File: config.mk
export PLATFORM = sky130hd
export DESIGN_NAME = apb_master_bridge
export DESIGN_NICKNAME = d
export VERILOG_FILES = /design/src/rtl/apb_pkg.sv /design/src/rtl/apb_timeout_counter.sv /design/src/rtl/apb_master_bridge.sv
export SDC_FILE = /design/constraint.sdc
export NUM_CORES = 1
export LEC_CHECK = 0
export CAP_MARGIN = 20
export CORE_MARGIN = 2
export CORE_UTILIZATION = 40
export DETAILED_ROUTE_END_ITERATION = 16
export PLACE_DENSITY = 0.75
export SLEW_MARGIN = 20
export SYNTH_ARGS = -nofsm -noshare
export SYNTH_HDL_FRONTEND = slang
export SYNTH_HIERARCHICAL = 1
export SYNTH_SLANG_ARGS = --single-unit
File: constraint.sdc
create_clock -name PCLK -period 4.5 [get_ports PCLK]
set_input_delay 0.675 -clock PCLK [delete_from_list [all_inputs] [get_ports PCLK]]
set_output_delay 0.675 -clock PCLK [all_outputs]
set_load 0.005 [all_outputs]
File: src/rtl/apb_pkg.sv
// Shared definitions for the APB initiator bridge.
//   apb_state_e : bridge FSM states
//   APB_*_WIDTH : default address/data widths
//   apb_rsp_t   : completion record (read data + error flag), also used by
//                 sequence/monitor code that collects bridge responses
package apb_pkg;

  localparam int APB_ADDR_WIDTH = 32;
  localparam int APB_DATA_WIDTH = 32;

  typedef enum logic [1:0] {
    IDLE   = 2'd0,
    SETUP  = 2'd1,
    ACCESS = 2'd2
  } apb_state_e;

  typedef struct packed {
    logic [APB_DATA_WIDTH-1:0] rdata;
    logic                      err;
  } apb_rsp_t;

endpackage

File: src/rtl/apb_timeout_counter.sv
// Wait-state counter for stalled APB ACCESS phases.
// Ports:
//   PCLK, PRESETn : clock, async active-low reset
//   clear         : zero the count (asserted on the edge that enters ACCESS)
//   enable        : ACCESS cycle with PREADY low; counts one per edge
//   limit         : number of stalled ACCESS cycles allowed
//   expired       : this enabled edge is the limit-th stalled cycle
module apb_timeout_counter #(
  parameter int WIDTH = 5
) (
  input  logic             PCLK,
  input  logic             PRESETn,
  input  logic             clear,
  input  logic             enable,
  input  logic [WIDTH-1:0] limit,
  output logic             expired
);

  logic [WIDTH-1:0] count;

  // count holds the number of stalled edges already seen, so the limit-th
  // one is recognised while count is still limit-1.
  assign expired = enable && (count == (limit - WIDTH'(1)));

  always_ff @(posedge PCLK or negedge PRESETn) begin
    if (!PRESETn) begin
      count <= '0;
    end else if (clear) begin
      count <= '0;
    end else if (enable && !expired) begin
      count <= count + WIDTH'(1);
    end
  end

endmodule

File: src/rtl/apb_master_bridge.sv
// APB initiator bridge: turns a valid/ready command into APB SETUP/ACCESS
// phases and returns a registered one-cycle response.
// Optional feature macro: APB_TIMEOUT_EN (abort ACCESS after TIMEOUT_CYCLES
// stalled cycles with rsp_err=1). Without it ACCESS waits forever and
// rsp_err stays 0.
// Ports:
//   PCLK, PRESETn                       : clock, async active-low reset
//   cmd_valid/cmd_ready                 : command handshake (ready only in IDLE)
//   cmd_write, cmd_addr, cmd_wdata      : command payload
//   rsp_valid, rsp_rdata, rsp_err       : one-cycle completion, no backpressure
//   PADDR, PWRITE, PWDATA, PSELx, PENABLE : APB request
//   PREADY, PRDATA                      : APB slave response
//
// state  | meaning
// IDLE   | no transfer; cmd_ready high, accepts a command
// SETUP  | PSELx=1, PENABLE=0 for one cycle
// ACCESS | PSELx=1, PENABLE=1 until PREADY (or timeout)
module apb_master_bridge
  import apb_pkg::*;
#(
  parameter int ADDR_WIDTH     = APB_ADDR_WIDTH,
  parameter int DATA_WIDTH     = APB_DATA_WIDTH,
  parameter int TIMEOUT_CYCLES = 16
) (
  input  logic                  PCLK,
  input  logic                  PRESETn,
  input  logic                  cmd_valid,
  output logic                  cmd_ready,
  input  logic                  cmd_write,
  input  logic [ADDR_WIDTH-1:0] cmd_addr,
  input  logic [DATA_WIDTH-1:0] cmd_wdata,
  output logic                  rsp_valid,
  output logic [DATA_WIDTH-1:0] rsp_rdata,
  output logic                  rsp_err,
  output logic [ADDR_WIDTH-1:0] PADDR,
  output logic                  PWRITE,
  output logic [DATA_WIDTH-1:0] PWDATA,
  output logic                  PSELx,
  output logic                  PENABLE,
  input  logic                  PREADY,
  input  logic [DATA_WIDTH-1:0] PRDATA
);

  if (TIMEOUT_CYCLES < 1) begin : g_bad_timeout
    $error("apb_master_bridge: TIMEOUT_CYCLES must be >= 1");
  end

  apb_state_e            state, state_next;
  logic [ADDR_WIDTH-1:0] paddr_next;
  logic                  pwrite_next;
  logic [DATA_WIDTH-1:0] pwdata_next;
  logic                  psel_next;
  logic                  penable_next;
  logic                  rsp_valid_next;
  logic [DATA_WIDTH-1:0] rsp_rdata_next;
  logic                  rsp_err_next;
  logic                  timeout_hit;

`ifdef APB_TIMEOUT_EN
  localparam int TW = $clog2(TIMEOUT_CYCLES + 1);

  apb_timeout_counter #(
    .WIDTH(TW)
  ) u_timeout (
    .PCLK    (PCLK),
    .PRESETn (PRESETn),
    .clear   (state == SETUP),
    .enable  ((state == ACCESS) && !PREADY),
    .limit   (TW'(TIMEOUT_CYCLES)),
    .expired (timeout_hit)
  );
`else
  assign timeout_hit = 1'b0;
`endif

  always_comb begin
    state_next     = state;
    paddr_next     = PADDR;
    pwrite_next    = PWRITE;
    pwdata_next    = PWDATA;
    psel_next      = PSELx;
    penable_next   = PENABLE;
    rsp_valid_next = 1'b0;
    rsp_rdata_next = rsp_rdata;
    rsp_err_next   = rsp_err;

    case (state)
      IDLE: begin
        if (cmd_valid && cmd_ready) begin
          state_next   = SETUP;
          paddr_next   = cmd_addr;
          pwrite_next  = cmd_write;
          pwdata_next  = cmd_wdata;
          psel_next    = 1'b1;
          penable_next = 1'b0;
        end
      end
      SETUP: begin
        state_next   = ACCESS;
        penable_next = 1'b1;
      end
      ACCESS: begin
        // PREADY wins over a timeout landing on the same edge.
        if (PREADY) begin
          state_next     = IDLE;
          psel_next      = 1'b0;
          penable_next   = 1'b0;
          rsp_valid_next = 1'b1;
          rsp_err_next   = 1'b0;
          rsp_rdata_next = PWRITE ? '0 : PRDATA;
        end else if (timeout_hit) begin
          state_next     = IDLE;
          psel_next      = 1'b0;
          penable_next   = 1'b0;
          rsp_valid_next = 1'b1;
          rsp_err_next   = 1'b1;
          rsp_rdata_next = '0;
        end
      end
      default: begin
        state_next   = IDLE;
        psel_next    = 1'b0;
        penable_next = 1'b0;
      end
    endcase
  end

  always_ff @(posedge PCLK or negedge PRESETn) begin
    if (!PRESETn) begin
      state     <= IDLE;
      cmd_ready <= 1'b0;
      PADDR     <= '0;
      PWRITE    <= 1'b0;
      PWDATA    <= '0;
      PSELx     <= 1'b0;
      PENABLE   <= 1'b0;
      rsp_valid <= 1'b0;
      rsp_rdata <= '0;
      rsp_err   <= 1'b0;
    end else begin
      state     <= state_next;
      cmd_ready <= (state_next == IDLE);
      PADDR     <= paddr_next;
      PWRITE    <= pwrite_next;
      PWDATA    <= pwdata_next;
      PSELx     <= psel_next;
      PENABLE   <= penable_next;
      rsp_valid <= rsp_valid_next;
      rsp_rdata <= rsp_rdata_next;
      rsp_err   <= rsp_err_next;
    end
  end

endmodule

# Yosys cells after proc, flatten, opt, wreduce, memory -nomap -nowiden
# Index checks and enable logic that the tools add are counted.
# totals
ff_bits	103
latchBits	0
ram_bits	0
rom_bits	0
word_cells	32
mem_count	0
# op_classes
addsub	0
multipliers	0
div_mod_pow	0
n_lt_le_gt_ge	0
n_eq_ne	4
n_shift	0
n_mux	11
bitwise	1
reduce_logical	7
# op_table
cell	count
$mux 32	1
$pmux 1 s3	2
$pmux 2 s3	1
$reduce_and 2->1	3
$mux 1	5
$logic_not 2->1	2
$mux 2	2
$ne 2x2->1 const B	2
$reduce_and 3->1	1
$eq 2x1->1 const B	1
$eq 2x2->1 const B	1
$logic_and 1x1->1	1
$not 1->1	1

# Depth between registers and ports, before layout
# Gate-level depths: netlist (run 1).
# logic_depth
depth_word	4
ltp_mapped	4
depth_no_buf	2

# Worst setup path after synthesis (run 1)
# OpenSTA, ideal clock, no wires.
# synth_timing
path_kind	input to register
startpoint	in cmd_valid
endpoint	reg PADDR[0]
setup_ns	0.125
arrival_time_ns	1.510
t_required_ns	4.375
setup_slack_ns	2.865
stages	4
path_buffers	2
path_cell_list	and4bb_4 buf_6 buf_6 mux2_4
# synth_via
elab_chain_len	2
# synth_lines
element	line	source
from (decl)	apb_master_bridge.sv:27	input logic cmd_valid,
$logic_and 1x1->1	apb_master_bridge.sv:89	if (cmd_valid && cmd_ready) begin
$reduce_and 2->1 (no line)	--	
to (signal assigned)	apb_master_bridge.sv:143	PADDR <= paddr_next;
to (decl)	apb_master_bridge.sv:35	output logic [ADDR_WIDTH-1:0] PADDR,
# No other way between the ends.
# A chain may end at the register's enable or synchronous reset.

# Final worst setup path (run 1)
# layout_timing
startpoint	in cmd_valid
endpoint	reg PWRITE
# layout_via
elab_chain_len	2
# layout_lines
element	line	source
$logic_and 1x1->1	apb_master_bridge.sv:89	
$reduce_and 2->1 (no line)	--	
to (signal assigned)	apb_master_bridge.sv:144	PWRITE <= pwrite_next;
to (decl)	apb_master_bridge.sv:36	output logic PWRITE,
# No other way between the ends.

==> impl_metrics.py, run 1 <==
metrics = {
    "clock_tree": {
        "post_cts_buffers": 0,
        "ctsResizeCount": 0,
        "cts_made_buffers": 9,
        "path_clk_slew_ps": 100,
        "hold_buffers": 0,
        "htreeDepth": 3,
        "tritoncts": "built",
        "insertion_delay_ps": 350,
        "cts_root_buf": "clkbuf_8",
        "clk_path_buf_depth": 2,
        "cts_sinks": 103,
    },
    "die": {
        "die_w_um": 106,
        "fp-row-count": 37,
        "num_io_pins": 203,
        "die_area_um2": 11300,
        "die_h_um": 106,
        "start_util_pct": 40.9,
        "design.core.area_um2": 10200,
    },
    "logic_synthesis": {
        "ys_async_sr_fraction_pct": 100,
        "ys_warn_count": 6,
        "synthMuxAreaShare_pct": 28.8,
        "synth_fa_ha_area_share_pct": 0,
        "synth_cell_types": 21,
        "ys_seq_area_share_pct": 61.5,
        "ys_seq_elements": 103,
        "syn_inst": 261,
        "syn_nets": 362,
        "ys.flop_type": "dfrtp_1",
        "yosysMostFrequentCell": "dfrtp_1",
        "syn_avg_cell_area_um2": 16.0,
        "synth_area_leaders": "dfrtp_1 (62%), mux2_2 (18%), mux2_4 (11%)",
        "post-synth-top-area-fraction_pct": 61.5,
        "synth_compound_area_share_pct": 0.956,
        "synth_commonest_cells": "dfrtp_1 (103), mux2_2 (67), nor2b_1 (33), mux2_4 (30), buf_2 (7)",
        "post_synth_and_or_nand_nor_area_fraction_pct": 6.18,
        "netlist_area_um2": 4190,
        "synth_xor_area_share_pct": 0,
        "netlist.top_cell.by_area": "dfrtp_1",
        "synth_edf_count": 0,
        "synth_top_family_by_area": "multiplexers",
    },
    "worst_setup_path": {
        "max_stage_delay_ps": 570,
        "path_max_fanout": 28,
        "r2r-end": "PWRITE",
        "cp-start-kind": "input port",
        "critPathSlowestCell": "and4bb_4",
        "crit_arrival_ps": 2530,
        "worstPathBufferInverterCount": 2,
        "r2r_start": "state[1]",
        "r2r_cells": 3,
        "critical-path-top-delay-family": "buffers and inverters",
        "endpoint_kind": "flop",
        "path_class": "in2reg",
        "r2r_slack_ps": 2400,
        "worstPathRequired_ps": 4740,
        "cp_cell_sequence": "clkdlybuf4s50_1 -> and4bb_4 -> buf_4 -> mux2_2",
    },
    "drt": {
        "drt-pass1-iter-count": 4,
        "drtIter0Drc": 91,
        "wl_um": 9780,
        "post_drt_wl_per_cell_um": 16.2,
        "via_per_inst": 4.66,
        "drc": 0,
        "vias": 2816,
        "ant_nets": 0,
    },
    "timing": {
        "final-hold-violation-count": 0,
        "fin_skew_ps": 8.25,
        "period_minus_slack_ps": 2290,
        "rsz0062_at_grt": "false",
        "timing.setup.tns_ps": 0,
        "worst_pin_slew_ps": 795,
        "setup_viol": 0,
        "fin_crit_sh_pct": 51.0,
        "fmax_ghz": 0.436,
        "maxSlewViolCount": 0,
        "fin_ws_ps": 2210,
        "relSlewSlack_pct": 47.0,
    },
    "layout": {
        "fillers": 787,
        "stdcell_count": 604,
        "fin_nets": 564,
        "finish.instance_area_um2": 6530,
        "register_area_um2": 2580,
        "n_antenna_cell": 0,
        "drive_above_1_share_pct": 25.6,
        "multi_input_area_um2": 1510,
        "area_delta_synth_final_pct": 55.8,
    },
    "pwr": {
        "power_frac_seq_pct": 38.7,
        "power_frac_comb_pct": 46.1,
        "sw_frac_of_total_pct": 27.2,
        "powerDensity_nw_per_um2": 638,
        "p_total_mw": 4.16,
        "power.switching_mw": 1.13,
        "p_int_mw": 3.03,
        "ir_drop_uv": 390,
        "power.leakage_nw": 2.76,
        "clockPowerShare_pct": 15.2,
    },
    "run_status": {
        "status": "completed",
    },
    "run": {
        "drv_cap": 0,
    },
    "global_route": {
        "grt_max_degree": 65,
        "grt_pass1_wl_um": 15300,
        "gr-usage-all-layers_pct": 17.4,
        "grt_pass1_vias": 3022,
        "antenna_found_initial": 0,
        "overflow": 0,
    },
    "placement": {
        "globalplace.congestion": 0.715,
        "placed_cells": 588,
        "numPortBuffers": 201,
        "place_area_um2": 6310,
        "hpwl_um": 7160,
        "dp_slack_ps": 1810,
    },
    "worst_hold_path": {
        "hold_path.class": "in2async",
    },
}
[worst reg2reg max path: cells and delay by family, from the launching register on]
kind	cells	cell delay, ps
buffers and inverters	1	440
muxes	1	380
DFF	1	470
and+or+nand+nor	1	710
[placed cells by master (no fill, tap or decap)]
master	count
nand2b_1	1
mux2_4	30
nor2b_1	33
bufinv_16	2
buf_4	6
inv_6	2
o31ai_1	1
a211o_1	1
dfrtp_1	103
a21bo_2	1
clkinvlp_4	2
inv_1	1
conb_1	1
nor2_1	1
mux2_2	67
o311ai_0	1
clkdlybuf4s50_1	200
and2_1	1
and4bb_4	1
clkbuf_1	1
or4bb_1	1
clkbuf_8	9
o21ai_0	1
and3b_1	1
[cell type report]
type                    count  area share (%)
well taps                 136            2.61
flip-flops and latches    103            39.5
repair buffers            206            31.4
multi-input cells         142            23.1
inverters                   1          0.0575
clock buffers              10            1.96
clock inverters             6            1.42
[metrics by stage]
step	hold slack, ps	utilization [%]
after detailed placement	494	61.6
after floorplan	379	-
after global routing	439	63.8
after global placement	488	61.6
after CTS	409	63.8
final	387	63.8
[power by group through the flow]
stage	sequential, mW	clock (mW)	combinational [mW]
2_1_floorplan	1.64	0	0.804
3_3_place_gp	1.61	0	1.91
3_5_place_dp	1.63	0	1.95
4_1_cts	1.62	0.657	1.95
5_1_grt	1.67	0.693	2.05
6_report	1.61	0.634	1.92
[cells by family (layout without fill, tap and decap cells)]
group | count (synthesis) | after routing
mux | 97 | 97
other cells | 1 | 1
simple gates | 39 | 39
compound gates | 5 | 5
buf+inv | 16 | 223
flops | 103 | 103
[registers in the layout, summed over array words and instances, names as in the netlist]
signal / flops
PENABLE: 1
PWRITE: 1
PWDATA: 32
PSELx: 1
rsp_valid: 1
state: 2
PADDR: 32
cmd_ready: 1
rsp_rdata: 32
[per-layer routing]
| metal | part of all wire [%] | GRT usage, % | up-vias | wire length, um |
|---|---|---|---|---|
| li1 | - | - | 1297 | - |
| met3 | 7.6 | 6.19 | 6 | 745 |
| met2 | 52 | 30.3 | 105 | 5040 |
| met4 | 0.82 | 4.61 | 0 | 80 |
| met1 | 40 | 20.5 | 1408 | 3910 |
| met5 | 0 | 0 | - | 0 |
[how the worst max path moves through the flow]
stage	from	endpoint	depth (start not counted)
after floorplan	cmd_valid	PADDR[0]	4
after global placement	cmd_valid	PWRITE	4
after detailed placement	cmd_valid	PWDATA[16]	4
after CTS	cmd_valid	PWRITE	4
after global routing	cmd_valid	PWRITE	4
final	cmd_valid	PWRITE	4
(Power assumes the default switching activity.)
==> run 2, diff against run 1 <==
==> constraint.sdc (replaced) <==
create_clock -name PCLK -period 2.15 [get_ports PCLK]
set_input_delay 0.3225 -clock PCLK [delete_from_list [all_inputs] [get_ports PCLK]]
set_output_delay 0.3225 -clock PCLK [all_outputs]
set_load 0.005 [all_outputs]
==> run 2 against run 1 <==
  * Register-to-register slack worse by 1900 ps
  * Utilization increased by 0.82 points
  * Sequential cell count is the same
  * Global-route usage decreased by 0.18 points
  * Combinational power is 110% higher
  * Sequential share of layout area decreased by 0.50 points
  * Total power up 110%
  * Largest cell class unchanged
  * Sequential power grew 110%
  * Critical path type is now reg2reg
  * Routed wire length is 1.8% lower
==> impl_metrics.py, run 2 (synthesis gave the netlist of run 1 again) <==
metrics = {
    "die": {
        "design.core.area_um2": 10200,
        "die_w_um": 106,
        "start_util_pct": 40.9,
        "die_h_um": 106,
        "die_area_um2": 11300,
        "num_io_pins": 203,
        "fp-row-count": 37,
    },
    "timing": {
        "fin_skew_ps": 11.4,
        "maxSlewViolCount": 0,
        "setup_viol": 0,
        "relSlewSlack_pct": 63.7,
        "period_minus_slack_ps": 1650,
        "fmax_ghz": 0.606,
        "timing.setup.tns_ps": 0,
        "worst_pin_slew_ps": 545,
        "rsz0062_at_grt": "false",
        "fin_crit_sh_pct": 76.7,
        "final-hold-violation-count": 0,
    },
    "clock_tree": {
        "cts_sinks": 103,
        "path_clk_slew_ps": 100,
        "clk_path_buf_depth": 2,
        "cts_made_buffers": 9,
        "cts_root_buf": "clkbuf_8",
        "tritoncts": "built",
        "insertion_delay_ps": 360,
        "htreeDepth": 3,
        "post_cts_buffers": 0,
    },
    "drt": {
        "post_drt_wl_per_cell_um": 15.8,
        "drt-pass1-iter-count": 4,
        "via_per_inst": 4.66,
        "wl_um": 9600,
        "ant_nets": 0,
        "drc": 0,
        "vias": 2825,
        "drtIter0Drc": 88,
    },
    "worst_setup_path": {
        "endpoint_kind": "flop",
        "crit_arrival_ps": 1890,
        "path_max_fanout": 35,
        "cp_cell_sequence": "and4bb_4 -> buf_12 -> mux2_2",
        "critPathSlowestCell": "dfrtp_1",
        "max_stage_delay_ps": 470,
        "path_class": "reg2reg",
        "worstPathRequired_ps": 2390,
        "critical-path-top-delay-family": "flip-flops",
        "worstPathBufferInverterCount": 1,
        "cp-start-kind": "flop",
    },
    "placement": {
        "hpwl_um": 7150,
        "numPortBuffers": 201,
        "globalplace.congestion": 0.722,
    },
    "layout": {
        "drive_above_1_share_pct": 26.0,
        "fillers": 788,
        "final_common_cell": "clkdlybuf4s50_1",
        "utilization_pct": 64.6,
        "n_antenna_cell": 0,
        "reg_top3": "PADDR (32), PWDATA (32), rsp_rdata (32)",
        "final_cell_mix": "clkdlybuf4s50_1 (200), dfrtp_1 (103), mux2_2 (67)",
        "fin_nets": 567,
        "area_delta_synth_final_pct": 57.8,
    },
    "pwr": {
        "powerDensity_nw_per_um2": 1330,
        "ir_drop_uv": 734,
        "power.leakage_nw": 2.80,
    },
    "global_route": {
        "grt_pass1_wl_um": 15200,
        "gr-usage-all-layers_pct": 17.2,
        "overflow": 0,
        "grt_max_degree": 41,
        "grt_pass1_vias": 3010,
        "antenna_found_initial": 0,
    },
    "run_status": {
        "status": "completed",
    },
    "run": {
        "drv_cap": 0,
    },
    "worst_hold_path": {
        "hold_path.class": "in2async",
    },
}
## run 2: path summary, 6_finish.rpt
path,from,slack (ps),cells after the start,endpoint
worst min-delay path,PRESETn,470,2,PADDR[11]
worst min register to register,rsp_rdata[25],510,1,rsp_rdata[25]
worst max-delay path,state[1],500,3,PWRITE
min in group PCLK,rsp_rdata[25],510,1,rsp_rdata[25]
worst max register to register,state[1],500,3,PWRITE
max in group asynchronous,PRESETn,1010,3,rsp_rdata[10]
## run 2: repair_timing
action                                 CTS  global route
endpoints found under the hold margin   37             0
hold buffers                             1             0
resized for setup                        0             0
## run 2: routing by layer
| layer | up-vias | track usage (%) | part of all wire, % |
|---|---|---|---|
| li1 | 1303 | - | - |
| met2 | 110 | 28.4 | 51 |
| met1 | 1397 | 20.9 | 39 |
| met4 | 0 | 7.05 | 1.9 |
| met5 | - | 0 | 0 |
| met3 | 15 | 5.52 | 7.4 |
## run 2: area by class of cell
class / count / area, um2 / share of cell area [%]
multi-input combinational: 142 / 1510 / 22.8
inverter: 1 / 3.75 / 0.0568
sequential: 103 / 2580 / 39.0
tap: 136 / 170 / 2.57
clock buffer: 11 / 151 / 2.29
clock inverter: 4 / 77.6 / 1.17
timing repair buffer: 209 / 2120 / 32.1
## run 2: per-stage QoR
step / instance area (um2) / std cells / total power, mW / hold slack [ps] / setup slack (ps)
floorplan: 4190 / 261 / 5.12 / 26.9 / 654
global placement: 6370 / 590 / 7.40 / 336 / 318
detailed placement: 6370 / 590 / 7.52 / 343 / 291
CTS: 6610 / 606 / 8.92 / 481 / 505
global route: 6610 / 606 / 9.32 / 520 / 450
finish: 6610 / 606 / 8.79 / 473 / 500
## run 2: report_power, final
part / total, mW / switching [mW] / internal, mW / leakage [nW]
clock network: 1.36 / 0.643 / 0.720 / 0.116
logic: 4.08 / 1.21 / 2.87 / 1.43
registers: 3.35 / 0.492 / 2.86 / 1.25
total: 8.79 / 2.35 / 6.44 / 2.80
==> run 3, diff against run 2 <==
--- a/config.mk
+++ b/config.mk
@@ -7,9 +7,9 @@
 export LEC_CHECK = 0
 export CAP_MARGIN = 20
 export CORE_MARGIN = 2
-export CORE_UTILIZATION = 40
+export CORE_UTILIZATION = 37
 export DETAILED_ROUTE_END_ITERATION = 16
-export PLACE_DENSITY = 0.75
+export PLACE_DENSITY = 0.73
 export SLEW_MARGIN = 20
 export SYNTH_ARGS = -nofsm -noshare
 export SYNTH_HDL_FRONTEND = slang
==> constraint.sdc (replaced) <==
create_clock -name PCLK -period 1.4 [get_ports PCLK]
set_input_delay 0.21 -clock PCLK [delete_from_list [all_inputs] [get_ports PCLK]]
set_output_delay 0.21 -clock PCLK [all_outputs]
set_load 0.005 [all_outputs]
==> run 3 against run 2 <==
  * The flow now finishes with violations (setup timing)
  * Critical path depth grew 1
  * Non-clock buffer count up 27
  * Utilization up 1.4 points
  * Global-route usage increased by 0.51 points
  * Highest routed layer unchanged
  * Register-to-register slack lost 610 ps
  * Clock power is 100% higher
  * First-iteration DRC count fell by 9.1%
  * Count of clock-buffer cells in the layout fell by 1
  * Worst hold slack lost 57 ps
  * Sequential cell count unchanged
==> impl_metrics.py, run 3 (synthesis gave the netlist of run 1 again) <==
metrics = {
    "run_status": {
        "status": "complete, but fails checks",
        "violations": "setup timing",
    },
    "timing": {
        "final-hold-violation-count": 0,
        "maxSlewViolCount": 0,
        "fin_ws_ps": -110,
        "setup_viol": 89,
        "fin_crit_sh_pct": 108,
        "whs_ps": 416,
        "rsz0062_at_grt": "true",
        "fmax_ghz": 0.662,
        "period_minus_slack_ps": 1510,
        "fin_skew_ps": 7.16,
    },
    "layout": {
        "stdcell_count": 638,
        "final_common_cell": "dfrtp_1",
        "fin_nets": 594,
        "drive_above_1_share_pct": 30.5,
        "n_antenna_cell": 0,
        "fillers": 815,
        "reg_top3": "PADDR (32), PWDATA (32), rsp_rdata (32)",
        "final_cell_mix": "dfrtp_1 (103), clkdlybuf4s50_1 (100), dlygate4sd2_1 (95)",
        "area_delta_synth_final_pct": 72.3,
    },
    "die": {
        "design.core.area_um2": 10900,
        "num_io_pins": 203,
        "die_w_um": 110,
        "die_area_um2": 12200,
        "fp-row-count": 38,
        "start_util_pct": 38.3,
        "die_h_um": 110,
    },
    "global_route": {
        "top_usage_layer": "met2",
        "grt_max_degree": 60,
        "met1_usage_pct": 21.5,
        "overflow": 0,
        "grt_util_met3_pct": 7.17,
        "antenna_found_initial": 0,
        "gr-usage-all-layers_pct": 17.7,
        "met2_usage_pct": 28.9,
        "grt_pass1_wl_um": 16400,
        "grt_pass1_vias": 3223,
    },
    "worst_setup_path": {
        "worstPathRequired_ps": 1620,
        "cp_common_cell": "buf_12",
        "endpoint_kind": "flop",
        "path_class": "reg2reg",
        "critPathSlowestCell": "dfrtp_1",
        "r2r-end": "PADDR[13]",
        "cp-start-kind": "flop",
        "cp-startpoint": "state[1]",
        "r2r_cells": 4,
        "crit_arrival_ps": 1730,
        "max_stage_delay_ps": 380,
        "path_max_fanout": 11,
        "r2r_slack_ps": -110,
        "r2r_start": "state[1]",
        "cp_cell_sequence": "and4bb_4 -> buf_12 -> buf_12 -> mux2_4",
    },
    "drt": {
        "ant_nets": 0,
        "drtIter0Drc": 80,
        "via_per_inst": 4.66,
        "wl_um": 11000,
        "vias": 2971,
        "post_drt_wl_per_cell_um": 17.3,
        "drc": 0,
        "drt-pass1-iter-count": 4,
    },
    "pwr": {
        "power.leakage_nw": 3.46,
        "p_total_mw": 14.7,
        "ir_drop_uv": 958,
        "powerDensity_nw_per_um2": 2040,
    },
    "clock_tree": {
        "cts_root_buf": "clkbuf_16",
        "tritoncts": "built",
        "insertion_delay_ps": 340,
        "cts_made_buffers": 9,
        "clk_path_buf_depth": 2,
        "htreeDepth": 3,
        "cts_sinks": 103,
        "path_clk_slew_ps": 70,
    },
    "placement": {
        "placed_cells": 602,
        "hpwl_um": 7380,
        "globalplace.congestion": 0.717,
        "numPortBuffers": 201,
    },
    "run": {
        "drv_cap": 0,
    },
    "worst_hold_path": {
        "hold_path.class": "in2async",
    },
}
run 3: cell type report:
class	instances	area [um2]	share of cell area, %
clock buffer	10	239	3.31
clock inverter	6	92.6	1.28
inverter	1	3.75	0.0520
multi-input combinational	142	1750	24.2
sequential	103	2580	35.7
tap	140	175	2.43
timing repair buffer	236	2380	33.0
run 3: through the flow:
stage	setup TNS [ps]	worst slack (ps)	util (%)	area, um2
2_1_floorplan	-2850	-67.4	-	4210
3_3_place_gp	-25360	-317	59.2	6470
3_5_place_dp	-26200	-337	59.2	6470
5_1_grt	-9410	-139	66.0	7220
4_1_cts	-6290	-109	64.3	7030
6_report	-6300	-110	66.0	7220
run 3: worst max-delay path: cells and delay by family, from the launching register on:
family,cells,cell delay (ps)
buffers and inverters,2,320
flip-flops,1,380
multiplexers,1,310
AND/OR/NAND/NOR,1,380
run 3: worst max path at each step:
stage	to	depth (start not counted)
3_3_place_gp	PWDATA[0]	4
2_1_floorplan	PADDR[0]	4
6_report	PADDR[13]	4
4_1_cts	PWDATA[0]	4
5_1_grt	PADDR[13]	4
3_5_place_dp	PWDATA[31]	4
run 3: power breakdown:
part | switching [mW] | internal [mW]
clock network | 1.11 | 1.63
logic | 2.21 | 4.62
registers | 0.746 | 4.40
run 3: metal layers:
metal / wire (um) / share of wire, %
met1: 4550 / 41
met2: 5200 / 47
met3: 1130 / 10
met4: 170 / 1.5
met5: 0 / 0
run 3: what timing repair did:
action	in CTS	in global routing
pin swaps	1	0
hold buffers	1	0
endpoints found under the setup margin	191	103
resized for setup	132	40
buffers inserted	12	3
gates cloned	3	2
endpoints found under the hold margin	103	0
